--- src/rtl/seq_det_ctrl.sv ---
// Programmable serial sequence detector controller: arms on start, counts overlapping
// pattern matches, stops at a target count. Optional bit timeout under SEQ_DET_TIMEOUT_EN.
module seq_det_ctrl #(
  parameter int MAX_LEN = 8,
  parameter int CNT_W   = 8,
  parameter int LEN_W   = 4
`ifdef SEQ_DET_TIMEOUT_EN
  ,
  parameter int TO_BITS = 64
`endif
) (
  input  logic               clk,
  input  logic               rst_n,
  input  logic               cfg_we,
  input  logic [MAX_LEN-1:0] cfg_pat,
  input  logic [LEN_W-1:0]   cfg_len,
  input  logic [CNT_W-1:0]   cfg_target,
  input  logic               start,
  input  logic               abort,
  input  logic               in,
  input  logic               in_valid,
  output logic               match,
  output logic [CNT_W-1:0]   match_cnt,
  output logic               busy,
  output logic               done
`ifdef SEQ_DET_TIMEOUT_EN
  ,
  output logic               timeout
`endif
);

  localparam int FILL_W = $clog2(MAX_LEN + 1);
  localparam logic [1:0] ST_IDLE = 2'd0;
  localparam logic [1:0] ST_HUNT = 2'd1;
  localparam logic [1:0] ST_DONE = 2'd2;

  logic [1:0]         state_r;
  logic [MAX_LEN-1:0] pat_r;
  logic [LEN_W-1:0]   len_r;
  logic [CNT_W-1:0]   tgt_r;
  logic [MAX_LEN-1:0] hist_r;
  logic [FILL_W-1:0]  fill_r;

  logic [MAX_LEN-1:0] hist_nxt_s;
  logic [FILL_W-1:0]  fill_nxt_s;
  logic [MAX_LEN-1:0] mask_s;
  logic [LEN_W-1:0]   len_cfg_s;
  logic [CNT_W-1:0]   cnt_inc_s;
  logic               hit_s;
  logic               tgt_hit_s;

`ifdef SEQ_DET_TIMEOUT_EN
  localparam int TO_W = $clog2(TO_BITS + 1);
  logic [TO_W-1:0] to_cnt_r;
  logic [TO_W-1:0] to_nxt_s;
  logic            to_fire_s;
`endif

  // Next history/fill, clamped length and the match/target decisions for this edge
  always_comb begin
    hist_nxt_s = {hist_r[MAX_LEN-2:0], in};
    if (fill_r == FILL_W'(MAX_LEN)) begin
      fill_nxt_s = fill_r;
    end else begin
      fill_nxt_s = fill_r + FILL_W'(1);
    end
    for (int i = 0; i < MAX_LEN; i++) begin
      mask_s[i] = (i < int'(len_r));
    end
    if (cfg_len == {LEN_W{1'b0}}) begin
      len_cfg_s = LEN_W'(1);
    end else if (int'(cfg_len) > MAX_LEN) begin
      len_cfg_s = LEN_W'(MAX_LEN);
    end else begin
      len_cfg_s = cfg_len;
    end
    if (match_cnt == {CNT_W{1'b1}}) begin
      cnt_inc_s = match_cnt;
    end else begin
      cnt_inc_s = match_cnt + CNT_W'(1);
    end
    // fill guard keeps the cleared history from matching all-zero patterns early
    hit_s = (state_r == ST_HUNT) && in_valid &&
            ((hist_nxt_s & mask_s) == (pat_r & mask_s)) &&
            (int'(fill_nxt_s) >= int'(len_r));
    tgt_hit_s = (tgt_r != {CNT_W{1'b0}}) && (cnt_inc_s == tgt_r);
`ifdef SEQ_DET_TIMEOUT_EN
    to_nxt_s  = to_cnt_r + TO_W'(1);
    to_fire_s = (state_r == ST_HUNT) && in_valid && !hit_s && (to_nxt_s == TO_W'(TO_BITS));
`endif
  end

  // Controller state, configuration, history and registered outputs
  always_ff @(posedge clk or negedge rst_n) begin
    if (!rst_n) begin
      state_r   <= ST_IDLE;
      pat_r     <= {MAX_LEN{1'b0}};
      len_r     <= {LEN_W{1'b0}};
      tgt_r     <= {CNT_W{1'b0}};
      hist_r    <= {MAX_LEN{1'b0}};
      fill_r    <= {FILL_W{1'b0}};
      match     <= 1'b0;
      match_cnt <= {CNT_W{1'b0}};
      busy      <= 1'b0;
      done      <= 1'b0;
`ifdef SEQ_DET_TIMEOUT_EN
      to_cnt_r  <= {TO_W{1'b0}};
      timeout   <= 1'b0;
`endif
    end else begin
      match <= 1'b0;
      case (state_r)
        ST_IDLE: begin
          if (abort) begin
            state_r <= ST_IDLE;
          end else if (start) begin
            state_r   <= ST_HUNT;
            hist_r    <= {MAX_LEN{1'b0}};
            fill_r    <= {FILL_W{1'b0}};
            match_cnt <= {CNT_W{1'b0}};
            busy      <= 1'b1;
            done      <= 1'b0;
`ifdef SEQ_DET_TIMEOUT_EN
            to_cnt_r  <= {TO_W{1'b0}};
            timeout   <= 1'b0;
`endif
          end else if (cfg_we) begin
            pat_r <= cfg_pat;
            len_r <= len_cfg_s;
            tgt_r <= cfg_target;
          end else begin
            state_r <= ST_IDLE;
          end
        end
        ST_HUNT: begin
          if (abort) begin
            state_r <= ST_IDLE;
            busy    <= 1'b0;
          end else if (in_valid) begin
            hist_r <= hist_nxt_s;
            fill_r <= fill_nxt_s;
            if (hit_s) begin
              match     <= 1'b1;
              match_cnt <= cnt_inc_s;
`ifdef SEQ_DET_TIMEOUT_EN
              to_cnt_r  <= {TO_W{1'b0}};
`endif
              if (tgt_hit_s) begin
                state_r <= ST_DONE;
                busy    <= 1'b0;
                done    <= 1'b1;
              end else begin
                state_r <= ST_HUNT;
              end
            end else begin
`ifdef SEQ_DET_TIMEOUT_EN
              to_cnt_r <= to_nxt_s;
              if (to_fire_s) begin
                state_r <= ST_DONE;
                busy    <= 1'b0;
                done    <= 1'b1;
                timeout <= 1'b1;
              end else begin
                state_r <= ST_HUNT;
              end
`else
              state_r <= ST_HUNT;
`endif
            end
          end else begin
            state_r <= ST_HUNT;
          end
        end
        ST_DONE: begin
          if (abort) begin
            state_r <= ST_IDLE;
            done    <= 1'b0;
`ifdef SEQ_DET_TIMEOUT_EN
            timeout <= 1'b0;
`endif
          end else if (start) begin
            state_r   <= ST_HUNT;
            hist_r    <= {MAX_LEN{1'b0}};
            fill_r    <= {FILL_W{1'b0}};
            match_cnt <= {CNT_W{1'b0}};
            busy      <= 1'b1;
            done      <= 1'b0;
`ifdef SEQ_DET_TIMEOUT_EN
            to_cnt_r  <= {TO_W{1'b0}};
            timeout   <= 1'b0;
`endif
          end else begin
            state_r <= ST_DONE;
          end
        end
        default: begin
          state_r <= ST_IDLE;
          busy    <= 1'b0;
          done    <= 1'b0;
        end
      endcase
    end
  end

endmodule

--- config.mk ---
export PLATFORM = sky130hd
export DESIGN_NAME = seq_det_ctrl
export DESIGN_NICKNAME = d
export VERILOG_FILES = /design/src/rtl/seq_det_ctrl.sv
export SDC_FILE = /design/constraint.sdc
export NUM_CORES = 1
export LEC_CHECK = 0
export CORE_MARGIN = 3
export CORE_UTILIZATION = 23
export DETAILED_ROUTE_END_ITERATION = 10
export PLACE_DENSITY = 0.49
export SETUP_SLACK_MARGIN = 0.02
export SLEW_MARGIN = 10
export SYNTH_ARGS = -nofsm -noshare
export SYNTH_HDL_FRONTEND = slang
export SYNTH_SLANG_ARGS = --single-unit
--- constraint.sdc ---
create_clock -name clk -period 6.2 [get_ports clk]
set_input_delay 1.24 -clock clk [delete_from_list [all_inputs] [get_ports clk]]
set_output_delay 1.24 -clock clk [all_outputs]
set_load 0.05 [all_outputs]
Word-level counts from Yosys, hierarchy flattened

Index checks and enable logic that the tools add are counted.

Input port bits: 27
Logic and storage cells: 104
Flip-flop bits (word level): 44

Eq/ne operators: 17
$lt $le $gt $ge: 10
Reduce and logical (&&, ||, !) cells: 14
Add/subtract/negate cells: 2
Muxes and demuxes: 47
Bitwise logic cells: 4

Operator list:

| cell                                                                | count |
|---|---|
| 8-bit two-way mux                                                   | 6 |
| 4-bit two-way mux                                                   | 7 |
| 2-bit two-way mux                                                   | 9 |
| 1-bit two-way mux                                                   | 17 |
| 8-bit bitwise AND                                                   | 2 |
| 8-bit == test                                                       | 2 |
| 3-bit by 4-bit < comparator with 1-bit output, first input constant | 4 |
| 8-bit case mux with 2 select lines                                  | 1 |
| 5-bit AND reduction                                                 | 3 |
| 7-bit two-way mux                                                   | 2 |
| 7-bit case mux with 2 select lines                                  | 1 |
| 2-bit != test, second input constant                                | 6 |
| 3-bit != test, second input constant                                | 3 |
| 8-bit by 1-bit adder with 8-bit output, second input constant       | 1 |
| 8-bit == test, second input constant                                | 1 |
| 1-bit by 4-bit < comparator with 1-bit output, first input constant | 2 |
| 2-bit by 4-bit < comparator with 1-bit output, first input constant | 2 |
| 4-bit case mux with 2 select lines                                  | 1 |
| 8-bit nonzero test                                                  | 1 |
| 2-bit case mux with 3 select lines                                  | 1 |
| 6-bit AND reduction                                                 | 1 |
| 4-bit by 1-bit adder with 4-bit output, second input constant       | 1 |
| 4-bit == test, second input constant                                | 1 |
| 4-bit greater-or-equal comparator                                   | 1 |
| 14 further kinds                                                    | 18 |

Depth between registers and ports, before layout

Gate-level depths: netlist (run 1).

Depth after elaboration: 9
Gate-level depth with buffers: 14

Worst setup path after synthesis (run 1)

OpenSTA, ideal clock, no wires.

Path kind: input to register
Start point: input in
End point: register match_cnt[5]
Data required time: 6.060 ns
Setup slack: 3.363 ns
Arrival: 2.697 ns
Cell stages on the path: 8
Buffers on the path: 1
Library setup time: 0.140 ns
Cells stage by stage: xnor2_1 -> o22ai_1 -> a2111oi_0 -> o211ai_2 -> buf_6 -> or3_4 -> nand3_1 -> o311ai_2

Cells in the longest elaborated chain, start to end: 6

RTL lines:

| element                              | line | RTL |
|---|---|---|
| from (decl)                          | 20   | `input logic in,` |
| 8-bit bitwise AND                    | 84   | `((hist_nxt_s & mask_s) == (pat_r & mask_s)) &&` |
| 8-bit == test                        | 84   |  |
| 1-bit logical AND                    | 83   | `hit_s = (state_r == ST_HUNT) && in_valid &&` |
| 1-bit logical AND                    | 84   |  |
| 2-bit != test (no source line)       | n/a  |  |
| 6-bit AND reduction (no source line) | n/a  |  |
| to (signal assigned)                 | 103  | `match_cnt <= {CNT_W{1'b0}};` |
| to (signal assigned)                 | 120  | `match_cnt <= {CNT_W{1'b0}};` |
| to (signal assigned)                 | 144  | `match_cnt <= cnt_inc_s;` |
| to (decl)                            | 23   | `output logic [CNT_W-1:0] match_cnt,` |

Every way passes these cells.
A chain may end at the register's enable or synchronous reset.

Final worst setup path (run 1)

Start point: input in
End point: register match_cnt[0]

Same word-level chain as after synthesis.

==> metrics.yaml, run 1 <==
status: "finished clean"
post_cts_buffers: 0
dp_hpwl_um: 4230
wl_per_cell_um: 13.7
rows: 37
grt_pass1_vias: 1928
wirelength_um: 5760
crit_required_ns: 6.42
tightest_slew_ns: 1.14
worstSetupEndpointType: "flop"
seq_area_mm2: 0.00110
rsz0062_at_grt: "false"
crit_path_max_fanout: 11
ant_nets: 0
fin_crit_sh: 0.539
path_clk_slew_ns: 0.08
io_buffers: 37
cts_root_buf: "clkbuf_8"
drt_iter0_drc: 106
async_flop_share: 1.00
drc: 0
hold_viol: 0
ios: 38
layout_setup_ws_ns: 2.86
overflow: 0
die_h_um: 110
seq_area_frac_synth: 0.445
clock_path_buffers: 2
h-tree-depth: 2
post-place-ws_ns: 2.54
ir_drop_mv: 0.0940
fin_skew_ns: 0.00372
avgSynthCellArea_um2: 9.87
cts_sinks: 44
ys_types: 46
grtUsageTotal: 0.103
reg2reg_from: "fill_r[0]$_DFFE_PN0P_"
grt_antenna_before_repair: 0
critPathLaunch: "in"
clock.fmax_mhz: 299
nets: 318
crit_path_end: "match_cnt[0]$_DFFE_PN0P_"
layout-drive-gt1-share: 0.116
syn-cell-area_mm2: 0.00248
p_leak_nw: 1.27
syn2layout_area_growth_pct: 23.3
grt_pass1_wl_um: 9850
synth_nets: 285
start_util: 0.238
dp.cells: 413
yosys_warnings: 0
setup-violations-final: 0
fillers: 1096
core_area_mm2: 0.0104
place.gp.congestion: 0.797
drv_cap: 0
report.final.slew_viol_count: 0
post_cts_resized: 0
die-area_mm2: 0.0120
fin_tns_setup_ns: 0
cts_buffers: 5
antenna_cells: 0
grt_max_degree: 45
power.total_uw: 739
min_period_ns: 3.34
critPathKind: "input pin to flop"
multi_input_area_mm2: 0.00128
synthCells: 251
viasPerCell: 4.66
start_kind: "input pin"
hold_ws_ns: 0.521
synth_seq_cells: 44
clkLatencyLatePin_ns: 0.29
num_vias: 1961
r2r_cells: 13
reg2reg_slack_ns: 3.43
relSlewSlack: 0.239
p_per_area_mw_per_mm2: 242
synth_edf_count: 0
synth_flop_cell: "dfrtp_1"
reg2reg_to: "match_cnt[0]$_DFFE_PN0P_"
cts_tree: "done"
cts_hold_buf: 0
fin_cells: 421
cp.arrival_ns: 3.56
hold_path.class: "flop to flop"
dr.pass1.iters: 4
dieWidth_um: 110
## layer usage
layer	part of all wire	vias up	GRT usage
met5	0	-	0
met4	0.013	0	0.0312
met3	0.048	7	0.0217
met2	0.44	43	0.156
met1	0.50	951	0.146
li1	-	960	-
## registers in the layout (all words and copies together) (netlist names)
name	flops
match_cnt	8
pat_r	8
tgt_r	8
hist_r	7
fill_r	4
len_r	4
state_r	2
busy	1
done	1
match	1
## worst min-delay path by stage
stage | from | end | slack [ns] | depth (start not counted)
6_report | hist_r[1]$_DFFE_PN0P_ | hist_r[2]$_DFFE_PN0P_ | 0.52 | 2
5_1_grt | hist_r[1]$_DFFE_PN0P_ | hist_r[2]$_DFFE_PN0P_ | 0.55 | 2
4_1_cts | hist_r[1]$_DFFE_PN0P_ | hist_r[2]$_DFFE_PN0P_ | 0.52 | 2
3_5_place_dp | hist_r[1]$_DFFE_PN0P_ | hist_r[2]$_DFFE_PN0P_ | 0.50 | 2
3_3_place_gp | hist_r[1]$_DFFE_PN0P_ | hist_r[2]$_DFFE_PN0P_ | 0.49 | 2
2_1_floorplan | hist_r[0]$_DFFE_PN0P_ | hist_r[1]$_DFFE_PN0P_ | 0.48 | 2
## cell usage in the layout (no fill, tap or decap), types with 3 or more instances in the layout
master and n:
dfrtp_1 44, clkdlybuf4s50_1 36, nand2_1 35, nand3_1 18
mux2_2 17, inv_1 13, xnor2_1 10, nor2_1 9
o21ai_0 9, xor2_1 8, a21oi_1 8, ha_1 7
clkbuf_8 6, nor3_1 5, o31ai_1 5, mux2i_1 4
a31oi_1 4, and3_1 4, nand2b_1 3, nor4_1 3
## cells by family after synthesis
logic type	Yosys count	synth area share
AND/OR/NAND/NOR	91	0.189
adder cells (fa/ha/maj)	7	0.0354
flip-flops	44	0.445
XOR/XNOR	18	0.0637
multiplexers	21	0.0935
buffers and inverters	24	0.0394
AO/OA/AOI/OAI	46	0.134
## where the power goes
| group | total [mW] | switching [mW] | internal (mW) |
|---|---|---|---|
| combinational | 0.175 | 0.0848 | 0.0905 |
| sequential | 0.373 | 0.0465 | 0.327 |
| clock | 0.190 | 0.0990 | 0.0911 |
| total | 0.739 | 0.230 | 0.508 |
## worst max-delay path, stage by stage
cell,delay [ns]
clkdlybuf4s50_1,0.44
xnor2_1,0.20
o22ai_1,0.09
a2111oi_0,0.38
o211ai_2,0.39
or2_2,0.43
or3_1,0.30
o21ai_0,0.07
## layout make-up
type | count | share of cell area
sequential | 44 | 0.361
inverter | 13 | 0.0160
multi-input combinational | 183 | 0.418
clock buffer | 8 | 0.0295
timing repair buffer | 37 | 0.120
tap | 136 | 0.0557
## cells in the mapped netlist, types with 5 or more instances
master | n | area, um2
dfrtp_1 | 44 | 1100
nand2_1 | 35 | 131
nand3_1 | 18 | 90.1
mux2_2 | 17 | 191
inv_1 | 13 | 48.8
xnor2_1 | 10 | 87.6
clkbuf_1 | 9 | 33.8
nor2_1 | 9 | 33.8
o21ai_0 | 9 | 45.0
a21oi_1 | 8 | 40.0
xor2_1 | 8 | 70.1
ha_1 | 7 | 87.6
nor3_1 | 5 | 25.0
o31ai_1 | 5 | 37.5
## through the flow
step | utilization | area, um2
floorplan | - | 2480
global placement | 0.284 | 2960
detailed placement | 0.284 | 2960
CTS | 0.293 | 3050
global route | 0.293 | 3050
finish | 0.293 | 3050
(Power assumes the default switching activity.)
==> inputs of run 2 (changes only) <==
--- a/config.mk
+++ b/config.mk
@@ -8,7 +8,7 @@
 export CORE_MARGIN = 3
 export CORE_UTILIZATION = 23
 export DETAILED_ROUTE_END_ITERATION = 10
-export PLACE_DENSITY = 0.49
+export PLACE_DENSITY = 0.5
 export SETUP_SLACK_MARGIN = 0.02
 export SLEW_MARGIN = 10
 export SYNTH_ARGS = -nofsm -noshare
==> constraint.sdc (replaced) <==
create_clock -name clk -period 2.95 [get_ports clk]
set_input_delay 0.59 -clock clk [delete_from_list [all_inputs] [get_ports clk]]
set_output_delay 0.59 -clock clk [all_outputs]
set_load 0.05 [all_outputs]
==> metrics.yaml, run 2 (synthesis results as in run 1) <==
slowest_delay_ns: 0.40
antenna_cells: 0
start_util: 0.238
die_h_um: 110
r2r_cells: 14
power.total_mw: 1.63
rsz0062_at_grt: "false"
cp_cell_sequence: "inv_1 -> ha_1 -> nand2_1 -> nor2_1 -> xnor2_1 -> ha_1 -> nand2b_1 -> a211oi_1 -> o21bai_1 -> o211ai_2 -> buf_4 -> and2_2 -> nor3_1 -> o32a_1"
tightest_slew_ns: 0.986
cts_hold_buf: 0
switching_power_uw: 496
cts_root_buf: "clkbuf_8"
core_area_mm2: 0.0104
syn2layout_area_growth_pct: 25.7
nets: 323
h-tree-depth: 2
post_cts_resized: 0
multi_input_area_mm2: 0.00128
die-area_mm2: 0.0120
drt_iter0_drc: 114
fin_crit_sh: 0.901
drv_cap: 0
dieWidth_um: 110
p_clk_frac: 0.287
ir_drop_mv: 0.154
layout-drive-gt1-share: 0.138
ios: 38
p_comb_frac: 0.230
cp.arrival_ns: 2.85
layout_common_cells: "44 x dfrtp_1, 36 x clkdlybuf4s50_1, 35 x nand2_1"
ant_nets: 0
wl_per_cell_um: 13.6
fillers: 1115
clock.fmax_mhz: 376
largest_registers: "match_cnt (8), pat_r (8), tgt_r (8)"
crit_path_frequent_cell: "ha_1"
rows: 37
grt_antenna_before_repair: 0
drc: 0
grt_pass1_vias: 1860
cts_buffers: 5
fin_tns_setup_ns: 0
post_cts_buffers: 0
start_kind: "flop"
viasPerCell: 4.62
hold_ws_ns: 0.443
swShare: 0.305
min_period_ns: 2.66
place.gp.congestion: 0.791
worstSetupEndpointType: "flop"
dr.pass1.iters: 4
crit_path_top_delay_cell: "dfrtp_1"
wirelength_um: 5790
clkLatencyLatePin_ns: 0.30
cts_tree: "done"
report.final.slew_viol_count: 0
crit_required_ns: 3.14
relSlewSlack: 0.342
fin_skew_ns: 0.00576
path_clk_slew_ns: 0.09
seq_area_mm2: 0.00110
cts_sinks: 44
final_util: 0.299
grtUsageTotal: 0.104
critPathKind: "flop to flop"
dp_hpwl_um: 4350
p_seq_frac: 0.483
p_int_mw: 1.13
grt_pass1_wl_um: 9710
clock_path_buffers: 2
p_leak_nw: 1.30
crit_path_max_fanout: 6
hold_viol: 0
p_per_area_mw_per_mm2: 523
io_buffers: 37
status: "finished clean"
hold_path.class: "input pin to async pin"
num_vias: 1968
grt_max_degree: 45
final_common_cell: "dfrtp_1"
setup-violations-final: 0
overflow: 0
## run 2: cell types whose count changed in the layout (fill, tap and decap cells not counted), sizes merged
cell / delta
clkinvlp: +1
clkbuf: -3
clkinv: +1
buf: +5
bufinv: +1
## run 2: final cells by class
class,instances,area share
multi-input combinational,183,0.411
clock inverter,3,0.0137
timing repair buffer,42,0.129
clock buffer,5,0.0221
inverter,13,0.0157
tap,136,0.0547
sequential,44,0.354
## run 2: path summary, 6_finish.rpt
path	slack, ns	startpoint	end
setup / recovery	0.29	fill_r[0]$_DFFE_PN0P_	match_cnt[6]$_DFFE_PN0P_
hold / removal	0.44	rst_n	pat_r[2]$_DFFE_PN0P_
setup reg to reg	0.29	fill_r[0]$_DFFE_PN0P_	match_cnt[6]$_DFFE_PN0P_
hold reg to reg	0.52	hist_r[1]$_DFFE_PN0P_	hist_r[2]$_DFFE_PN0P_
max in group asynchronous	1.90	rst_n	match_cnt[1]$_DFFE_PN0P_
min in group clk	0.52	hist_r[1]$_DFFE_PN0P_	hist_r[2]$_DFFE_PN0P_
## run 2: critical path: cells and delay by family (launching register included)
kind	cells	cell delay, ns
flip-flops	1	0.40
XOR/XNOR	1	0.24
adder cells (fa/ha/maj)	2	0.48
AND/OR/NAND/NOR	5	0.49
buffers and inverters	2	0.28
AO/OA/AOI/OAI	4	0.67
## run 2: per-layer routing
metal	track usage	wire (um)	share of wire
met5	0	0	0
met4	0.0347	93	0.016
met3	0.0247	295	0.051
met2	0.154	2590	0.45
met1	0.149	2810	0.49
## run 2: power by group through the flow
| stage | logic (mW) | registers, mW | clock network, mW |
|---|---|---|---|
| 6_report | 0.375 | 0.785 | 0.467 |
| 5_1_grt | 0.424 | 0.802 | 0.510 |
| 4_1_cts | 0.382 | 0.787 | 0.486 |
| 3_5_place_dp | 0.379 | 0.799 | 0 |
| 3_3_place_gp | 0.373 | 0.796 | 0 |
| 2_1_floorplan | 0.252 | 0.787 | 0 |
## run 2: per-stage QoR
step | cell area [um2] | std cells | worst slack [ns]
after floorplan | 2480 | 251 | 0.455
after global placement | 3000 | 418 | 0.111
after detailed placement | 3000 | 418 | 0.0669
after CTS | 3110 | 426 | 0.290
after global routing | 3110 | 426 | 0.0274
final | 3110 | 426 | 0.291
==> inputs of run 3 (changes only) <==
--- a/config.mk
+++ b/config.mk
@@ -5,6 +5,7 @@
 export SDC_FILE = /design/constraint.sdc
 export NUM_CORES = 1
 export LEC_CHECK = 0
+export ABC_AREA = 1
 export CORE_MARGIN = 3
 export CORE_UTILIZATION = 23
 export DETAILED_ROUTE_END_ITERATION = 10
==> metrics.yaml, run 3 <==
overflow: 0
dr.pass1.iters: 4
dieWidth_um: 112
dp_hpwl_um: 5000
rsz0062_at_grt: "false"
syn-cell-area_mm2: 0.00258
cts_buffers: 5
drv_cap: 0
crit_path_max_fanout: 14
drt_iter0_drc: 77
wirelength_um: 6340
cp.arrival_ns: 2.51
h-tree-depth: 2
antenna_cells: 0
rows: 38
worstSetupEndpointType: "flop"
die-area_mm2: 0.0125
layout-drive-gt1-share: 0.0475
layout_setup_ws_ns: 0.664
p_comb_frac: 0.333
grtUsageTotal: 0.105
syn2layout_area_growth_pct: 23.1
wl_per_cell_um: 11.7
final_common_cell: "nand2_1"
path_clk_slew_ns: 0.08
ios: 38
swShare: 0.370
post-synth-top-count-cell: "nand2_1"
post-place-ws_ns: 0.605
core_area_mm2: 0.0109
synthCells: 361
placed_area_mm2: 0.00310
cts_tree: "done"
drc: 0
fin_area_mm2: 0.00318
critPathKind: "flop to flop"
async_flop_share: 1.00
fin_skew_ns: 0.00715
cts_sinks: 44
viasPerCell: 4.31
relSlewSlack: 0.312
synth_top_area_cell: "dfrtp_1"
hold_path.class: "input pin to async pin"
fin_tns_setup_ns: 0
dp.cells: 533
seq_area_frac_synth: 0.427
final_util: 0.292
clkLatencyLatePin_ns: 0.29
yosys_warnings: 0
min_period_ns: 2.29
clock_path_buffers: 2
post_cts_resized: 0
grt_antenna_before_repair: 0
cts_hold_buf: 0
synth_seq_cells: 44
grt_max_degree: 45
crit_required_ns: 3.18
nets: 434
avgSynthCellArea_um2: 7.15
p_clk_frac: 0.215
setup-violations-final: 0
synthTopCellsByCount: "114 x nand2_1, 56 x inv_1, 44 x dfrtp_1"
die_h_um: 112
io_buffers: 37
synth_flop_cell: "dfrtp_1"
switching_power_uw: 629
num_vias: 2326
start_kind: "flop"
clock.fmax_mhz: 437
p_int_mw: 1.07
synth_top_cell_area_share: 0.427
p_per_area_mw_per_mm2: 535
fin_crit_sh: 0.775
tightest_slew_ns: 1.03
post_cts_buffers: 0
status: "finished clean"
cts_root_buf: "clkbuf_8"
ir_drop_mv: 0.192
grt_pass1_wl_um: 10800
grt_pass1_vias: 2374
report.final.slew_viol_count: 0
ant_nets: 0
synth_edf_count: 0
place.gp.congestion: 0.839
synth_nets: 395
ys_types: 28
p_leak_nw: 1.57
layout_common_cells: "114 x nand2_1, 56 x inv_1, 44 x dfrtp_1"
start_util: 0.237
p_seq_frac: 0.451
fillers: 1200
hold_viol: 0
synthTopCellsByArea: "dfrtp_1 43%, nand2_1 17%, inv_1 8.1%, nand3_1 7.8%, o21ai_0 4.3%"
largest_registers: "match_cnt (8), pat_r (8), tgt_r (8)"
fin_cells: 540
## run 3: changes by cell type after synthesis, moves of 13 or more
cell / before / now
nand2_1: 35 / 114
inv_1: 13 / 56
nand3_1: 18 / 40
mux2_2: 17 / 0
nor2_1: 9 / 23
o21ai_0: 9 / 22
## run 3: area by class of cell
type / count / area, um2 / share of cell area
inverters: 57 / 214 / 0.0673
clock inverters: 1 / 5.00 / 0.00158
flip-flops and latches: 44 / 1100 / 0.347
well taps: 140 / 175 / 0.0551
repair buffers: 39 / 380 / 0.120
multi-input cells: 253 / 1230 / 0.387
clock buffers: 6 / 72.6 / 0.0228
## run 3: power groups by stage
stage,combinational (mW),clock [mW],sequential [mW]
finish,0.567,0.366,0.767
global route,0.653,0.406,0.783
CTS,0.576,0.380,0.769
detailed placement,0.574,0,0.780
global placement,0.563,0,0.780
floorplan,0.358,0,0.809
## run 3: metrics by stage
step	hold slack, ns	power, mW
after floorplan	0.294	1.17
after global placement	0.488	1.34
after detailed placement	0.494	1.35
after CTS	0.514	1.72
after global routing	0.545	1.84
final	0.479	1.70
## run 3: cell families (layout without fill, tap and decap cells)
logic type | after synthesis | count (layout) | share of synthesized area
AO/OA/AOI/OAI | 44 | 44 | 0.0960
XOR/XNOR | 7 | 7 | 0.0238
adder cells (fa/ha/maj) | 7 | 7 | 0.0339
buffers and inverters | 64 | 103 | 0.0974
flip-flops | 44 | 44 | 0.427
AND/OR/NAND/NOR | 195 | 195 | 0.322
## run 3: critical path, stage by stage (launching register included)
cell and delay, ns:
dfrtp_1 0.40, inv_1 0.12, ha_1 0.16, nand3_1 0.11, xor2_1 0.18, ha_1 0.29
nand4_1 0.10, nand3_1 0.14, and3_1 0.21, nor2_2 0.07, nor2_4 0.23, nand3_1 0.11
o21ai_1 0.09
## run 3: worst paths after layout
path	slack [ns]	start	cells past startpoint	to
min in group clk	0.51	done$_DFFE_PN0P_	2	done$_DFFE_PN0P_
worst min-delay path	0.48	rst_n	1	fill_r[2]$_DFFE_PN0P_
worst max-delay path	0.66	fill_r[0]$_DFFE_PN0P_	12	match_cnt[4]$_DFFE_PN0P_
max in group asynchronous	1.85	rst_n	1	len_r[3]$_DFFE_PN0P_
worst min register to register	0.51	done$_DFFE_PN0P_	2	done$_DFFE_PN0P_
worst max register to register	0.66	fill_r[0]$_DFFE_PN0P_	12	match_cnt[4]$_DFFE_PN0P_
## run 3: per-layer routing
layer / vias to the layer above / track usage / wire length [um]
met2: 39 / 0.182 / 3050
li1: 1220 / - / -
met5: - / 0 / 0
met3: 5 / 0.0207 / 215
met1: 1062 / 0.134 / 3010
met4: 0 / 0.0240 / 65
